## src/rtl/fetch_unit.sv

```systemverilog
// LC-3b instruction fetch stage: owns the PC, runs the imem read handshake and
// drives the FD pipeline register, with buffering for stalls and stale-response discard.
module fetch_unit #(
  parameter logic [15:0] RESET_PC  = 16'h0000,
  parameter logic [15:0] NOP_INSTR = 16'h0000
) (
  input  logic        clk,
  input  logic        reset,
  input  logic        load_fd,
  input  logic        reset_fd,
  input  logic        redirect,
  input  logic [15:0] redirect_pc,
  output logic        imem_read,
  output logic [15:0] imem_address,
  input  logic        imem_resp,
  input  logic [15:0] imem_rdata,
  output logic [15:0] fd_ir,
  output logic [15:0] fd_pc,
  output logic        fd_valid,
  output logic        fetch_stall
);

  // state   | meaning
  // FETCH   | read outstanding at pc; response delivered or buffered
  // HOLD    | response parked in ir_buf while decode is stalled
  // DISCARD | read at stale_addr still outstanding; its data is dropped
  typedef enum logic [1:0] {
    FETCH   = 2'd0,
    HOLD    = 2'd1,
    DISCARD = 2'd2
  } state_t;

  state_t      state, state_next;
  logic [15:0] pc, pc_next;
  logic [15:0] ir_buf, ir_buf_next;
  logic [15:0] stale_addr, stale_addr_next;
  logic [15:0] fd_ir_next, fd_pc_next;
  logic        fd_valid_next;

  logic [15:0] pc_inc;
  logic [15:0] target_pc;
  logic        deliver;
  logic [15:0] deliver_ir;

  assign pc_inc    = pc + 16'd2;
  assign target_pc = {redirect_pc[15:1], 1'b0};

  always_ff @(posedge clk or posedge reset) begin
    if (reset) begin
      state      <= FETCH;
      pc         <= RESET_PC;
      ir_buf     <= 16'h0000;
      stale_addr <= 16'h0000;
      fd_ir      <= NOP_INSTR;
      fd_pc      <= 16'h0000;
      fd_valid   <= 1'b0;
    end else begin
      state      <= state_next;
      pc         <= pc_next;
      ir_buf     <= ir_buf_next;
      stale_addr <= stale_addr_next;
      fd_ir      <= fd_ir_next;
      fd_pc      <= fd_pc_next;
      fd_valid   <= fd_valid_next;
    end
  end

  always_comb begin
    state_next      = state;
    pc_next         = pc;
    ir_buf_next     = ir_buf;
    stale_addr_next = stale_addr;
    deliver         = 1'b0;
    deliver_ir      = NOP_INSTR;

    case (state)
      FETCH: begin
        if (imem_resp) begin
          if (redirect) begin
            pc_next = target_pc;
          end else if (load_fd) begin
            deliver    = 1'b1;
            deliver_ir = imem_rdata;
            pc_next    = pc_inc;
          end else begin
            ir_buf_next = imem_rdata;
            state_next  = HOLD;
          end
        end else if (redirect) begin
          // the read already issued at pc must complete before a new one starts
          pc_next         = target_pc;
          stale_addr_next = pc;
          state_next      = DISCARD;
        end
      end
      HOLD: begin
        if (redirect) begin
          pc_next    = target_pc;
          state_next = FETCH;
        end else if (load_fd) begin
          deliver    = 1'b1;
          deliver_ir = ir_buf;
          pc_next    = pc_inc;
          state_next = FETCH;
        end
      end
      DISCARD: begin
        if (redirect) begin
          pc_next = target_pc;
        end
        if (imem_resp) begin
          state_next = FETCH;
        end
      end
      default: begin
        state_next = FETCH;
      end
    endcase
  end

  // Flush always bubbles; an advance without a real instruction also bubbles
  // so a valid instruction is never presented to decode twice.
  always_comb begin
    fd_ir_next    = fd_ir;
    fd_pc_next    = fd_pc;
    fd_valid_next = fd_valid;
    if (reset_fd) begin
      fd_ir_next    = NOP_INSTR;
      fd_valid_next = 1'b0;
    end else if (load_fd) begin
      if (deliver) begin
        fd_ir_next    = deliver_ir;
        fd_pc_next    = pc_inc;
        fd_valid_next = 1'b1;
      end else begin
        fd_ir_next    = NOP_INSTR;
        fd_valid_next = 1'b0;
      end
    end
  end

  always_comb begin
    imem_read    = 1'b0;
    imem_address = pc;
    fetch_stall  = 1'b0;
    case (state)
      FETCH: begin
        imem_read   = 1'b1;
        fetch_stall = ~imem_resp;
      end
      DISCARD: begin
        imem_read    = 1'b1;
        imem_address = stale_addr;
        fetch_stall  = 1'b1;
      end
      default: begin
        imem_read = 1'b0;
      end
    endcase
    if (reset) begin
      imem_read = 1'b0;
    end
  end

endmodule

```

## config.mk

```make
export PLATFORM = sky130hd
export DESIGN_NAME = fetch_unit
export DESIGN_NICKNAME = d
export VERILOG_FILES = /design/src/rtl/fetch_unit.sv
export SDC_FILE = /design/constraint.sdc
export NUM_CORES = 1
export LEC_CHECK = 0
export ABC_CLOCK_PERIOD_IN_PS = 5340
export CAP_MARGIN = 25
export CORE_MARGIN = 2
export CORE_UTILIZATION = 40
export DETAILED_ROUTE_END_ITERATION = 8
export PLACE_DENSITY = 0.66
export SLEW_MARGIN = 20
export SYNTH_ARGS = -nofsm -noshare
export SYNTH_HDL_FRONTEND = slang
export SYNTH_SLANG_ARGS = --single-unit
```

## constraint.sdc

```tcl
create_clock -name clk -period 5.34 [get_ports clk]
set_clock_uncertainty 0.15 [all_clocks]
set_input_delay 1.068 -clock clk [delete_from_list [all_inputs] [get_ports clk]]
set_output_delay 1.068 -clock clk [all_outputs]
set_load 0.05 [all_outputs]
```

==> metrics.sh <==
SYNTH_CELLS=457
CRITPATHLAUNCHTYPE='input port'
WORSTSETUPENDPOINTTYPE='output pin'
CTS_POST_SETUP_BUFFERS_INSERTED=0
CLOCK_TREE.HTREE_LEVEL_COUNT=3
BUSIEST_LAYER='met2'
LAYOUT_SETUP_WS_NS=1.164
DETAIL_ROUTE.DRC_VIOLATIONS=0
CP_DATA_ARRIVAL_TIME_NS=2.96
POST_ROUTE_DESIGN_AREA_MM2=0.005717
MIN_PERIOD_OVER_PERIOD=0.7820
CTSHOLDBUFFERS=0
TRACK_USAGE=0.1910
CTS_SINKS=83
LARGEST_NET_DEGREE_AT_THE_START_OF_GLOBAL_ROUTING=58
TOTALWIRELENGTH_UM=11440
IO_BUFFERS=87
ACHIEVABLE-FREQUENCY_GHz=0.2395
ROUTABILITYCONGESTION=0.9001
SYNTH.YOSYS.SEQ_AREA_SHARE=0.4563
HPWL_AFTER_DPL_UM=7914
DRT-WIRELENGTH-PER-CELL_UM=17.12
STD_CELL_ROWS=38
SYNTH_SIMPLE_GATE_AREA_FRAC=0.1575
RESULT_OF_THE_RUN='complete, no violations'
GROUTE.LAYER.MET2.USAGE=0.3092
ASYNC_SET_OR_RESET_FLOP_FRACTION_IN_THE_SYNTHESIZED_NETLIST=1.000
TOTAL_NETS_AFTER_SYNTHESIS=500
GRT_PASS1_WL_UM=18950
POST_SYNTHESIS_MUX_AREA_SHARE=0.1149
DIODES=0
TIMING.HOLD.WORST.CLASS='reg -> reg'
CPMAXSTAGEDELAYCELL='clkdlybuf4s50_1'
COREAREA_MM2=0.01098
MOSTFREQUENTLAYOUTCELLS='clkdlybuf4s50_1 (87), dfrtp_1 (83), nand2_1 (61)'
VIA_COUNT=3727
SYNTH_XOR_AREA_FRAC=0.03271
DETAILEDROUTE.FIRSTPASSITERATIONCOUNT=4
FILL_CELL_INSTANCE_COUNT_OF_THE_FINAL_LAYOUT=1023
MAXCAPVIOLATIONS=0
FLOORPLAN.DIE.WIDTH_UM=110.7
TIMING_HOLD_VIOLATIONS_FINAL=0
MAX_SLEW_MARGIN=0.3744
ANT_NETS=0
SYNTH-COMPOUND-AREA-SHARE=0.1710
FIN_NETS=566
SYNTH_EDF_COUNT=0
SYN_TO_FINAL_GROWTH_PCT=25.59
WORST_PIN_SLEW_NS=0.9384
YS_DOMINANT_REG_CELL='dfrtp_1'
DETAILEDPLACE.WORSTSLACK_NS=1.184
SYNTH_SEQ_CELLS=83
WORST_IR_DROP_VDD_mV=0.3808
DIEAREA_MM2=0.01225
USE_MET1=0.2550
CTS_MADE_BUFFERS=9
POWER.DENSITY_mW_PER_MM2=590.6
CRIT_TOP_CELL='clkdlybuf4s50_1'
TIMING_WORST_SETUP_PATH_TYPE='in -> out'
FIN_UTIL=0.5205
ROOT_BUFFER='clkbuf_16'
DETAILEDROUTE.FIRSTITERATIONVIOLATIONS=240
LARGEST_FAMILY_OF_LOGIC_CELLS_BY_SYNTHESIZED_AREA='compound AO/OA/AOI/OAI gates'
GRT_PASS1_VIAS=3695
CLOCK_LATENCY_ON_THE_WORST_SKEW_PAIR_NS=0.34
INITIAL_CORE_UTIL=0.4144
SYNTH.CELL_AREA_MM2=0.004552
CRITPATHMAXSTAGEDELAY_NS=0.82
CTSRESIZECOUNT=0
GRT_UTIL_MET3=0.04101
FINALHOLDWORSTSLACK_NS=0.3286
FINAL_NUMBER_OF_SETUP_VIOLATING_ENDPOINTS=0
DIE-HEIGHT_UM=110.7
CP_DATA_REQUIRED_TIME_NS=4.12
LAYOUT_MIN_CYCLE_TIME_NS=4.176
VIA_DENSITY=5.579
CTS_TREE='done'
FIN_SETUP_TNS_NS=0
CRITICAL_PATH.CELL_CHAIN='clkdlybuf4s50_1 -> nor2b_1 -> or2_2 -> clkdlybuf4s50_1'
FINAL_COMMON_CELL='clkdlybuf4s50_1'
FINAL-MAX-SLEW-VIOLATION-COUNT=0
P_LEAK_nW=2.284
SYNTH-ADDER-AREA-SHARE=0.01374
CTSLONGESTPATHBUFFERS=2
YOSYS_WARNINGS=0
ANTENNA_VIOLATIONS_BEFORE_REPAIR=0
RSZ_0062_RAISED_AFTER_GLOBAL_ROUTING='false'
SYN_AVG_CELL_AREA_UM2=9.960
NETLIST-CELL-TYPE-COUNT=60
PLACEDINSTANCEAREA_MM2=0.005436
PIN_COUNT=89
CRIT_PATH_MAX_FANOUT=12
GR-TOTAL-OVERFLOW=0
PROPORTION_OF_LAYOUT_CELLS_WITH_A_DRIVE_SUFFIX_ABOVE_1=0.1591
CLOCK_PIN_SLEW_OF_THE_REGISTERS_ON_THE_WORST_CASE_SETUP_AND_HOLD_PATHS_NS=0.07
## kinds of logic after synthesis
logic type / count (synthesis)
AOI/OAI and AO/OA: 115
adders and majority gates: 5
DFF: 83
xor gates and xnor gates: 17
muxes: 47
buffers and inverters: 48
and+or+nand+nor: 142
## synthesized netlist by cell type (6+ instances only)
cell type	instances	area [um^2]
nor3_1	9	45.04
nand3_1	9	45.04
mux2_2	42	473.0
nand4_1	10	62.56
o21ai_0	33	165.2
nor2_1	16	60.06
o21ai_1	8	40.04
inv_1	9	33.78
a21oi_1	7	35.03
xnor2_1	13	113.9
nand2_1	61	229.0
a31oi_1	6	37.54
clkbuf_1	13	48.80
a22oi_1	22	165.2
buf_2	16	80.08
dfrtp_1	83	2077
o21ai_2	9	78.83
## stage by stage
step           instances  power, W
5_1_grt              668  0.003589
2_1_floorplan        457  0.002311
3_5_place_dp         652  0.002802
4_1_cts              668  0.003396
3_3_place_gp         651  0.002765
6_report             668  0.003376
## sequential cells by signal (all words and copies together) (netlist names)
signal      count
fd_ir          16
fd_pc          16
fd_valid        1
ir_buf         16
pc             16
stale_addr     16
state           2
## where the power goes
part	total, W	internal (W)	switching [W]
Clock	0.000583	0.000318	0.000265
Combinational	0.00171	0.000669	0.00104
Sequential	0.00108	0.000856	0.000225
## final timing paths
check,startpoint,end,slack (ns),cells after the start
max,imem_resp,fetch_stall,1.16,4
min,fd_ir[10],fd_ir[10],0.33,2
max reg2reg,state[0],ir_buf[13],2.44,5
min reg2reg,fd_ir[10],fd_ir[10],0.33,2
max in group asynchronous,reset,stale_addr[3],3.11,3
min in group asynchronous,reset,ir_buf[8],1.08,2
## area by class of cell
type	instances	area [um^2]	area share
clock inverter	7	51.30	0.008974
clock buffer	9	225.2	0.03940
multi-input combinational	326	2232	0.3905
tap	140	175.2	0.03064
inverter	10	40.04	0.007004
timing repair buffer	93	915.9	0.1602
sequential	83	2077	0.3633
## per-layer routing
layer / vias to the layer above / share of wire
met5: - / 0
met4: 0 / 0.017
met3: 15 / 0.042
met2: 93 / 0.48
met1: 1841 / 0.46
li1: 1778 / -
## critical path, delay by kind of cell
kind / cells / cell delay, ns
buffers and inverters: 2 / 1.43
and+or+nand+nor: 2 / 0.45
Power figures use the tool's default switching activity.
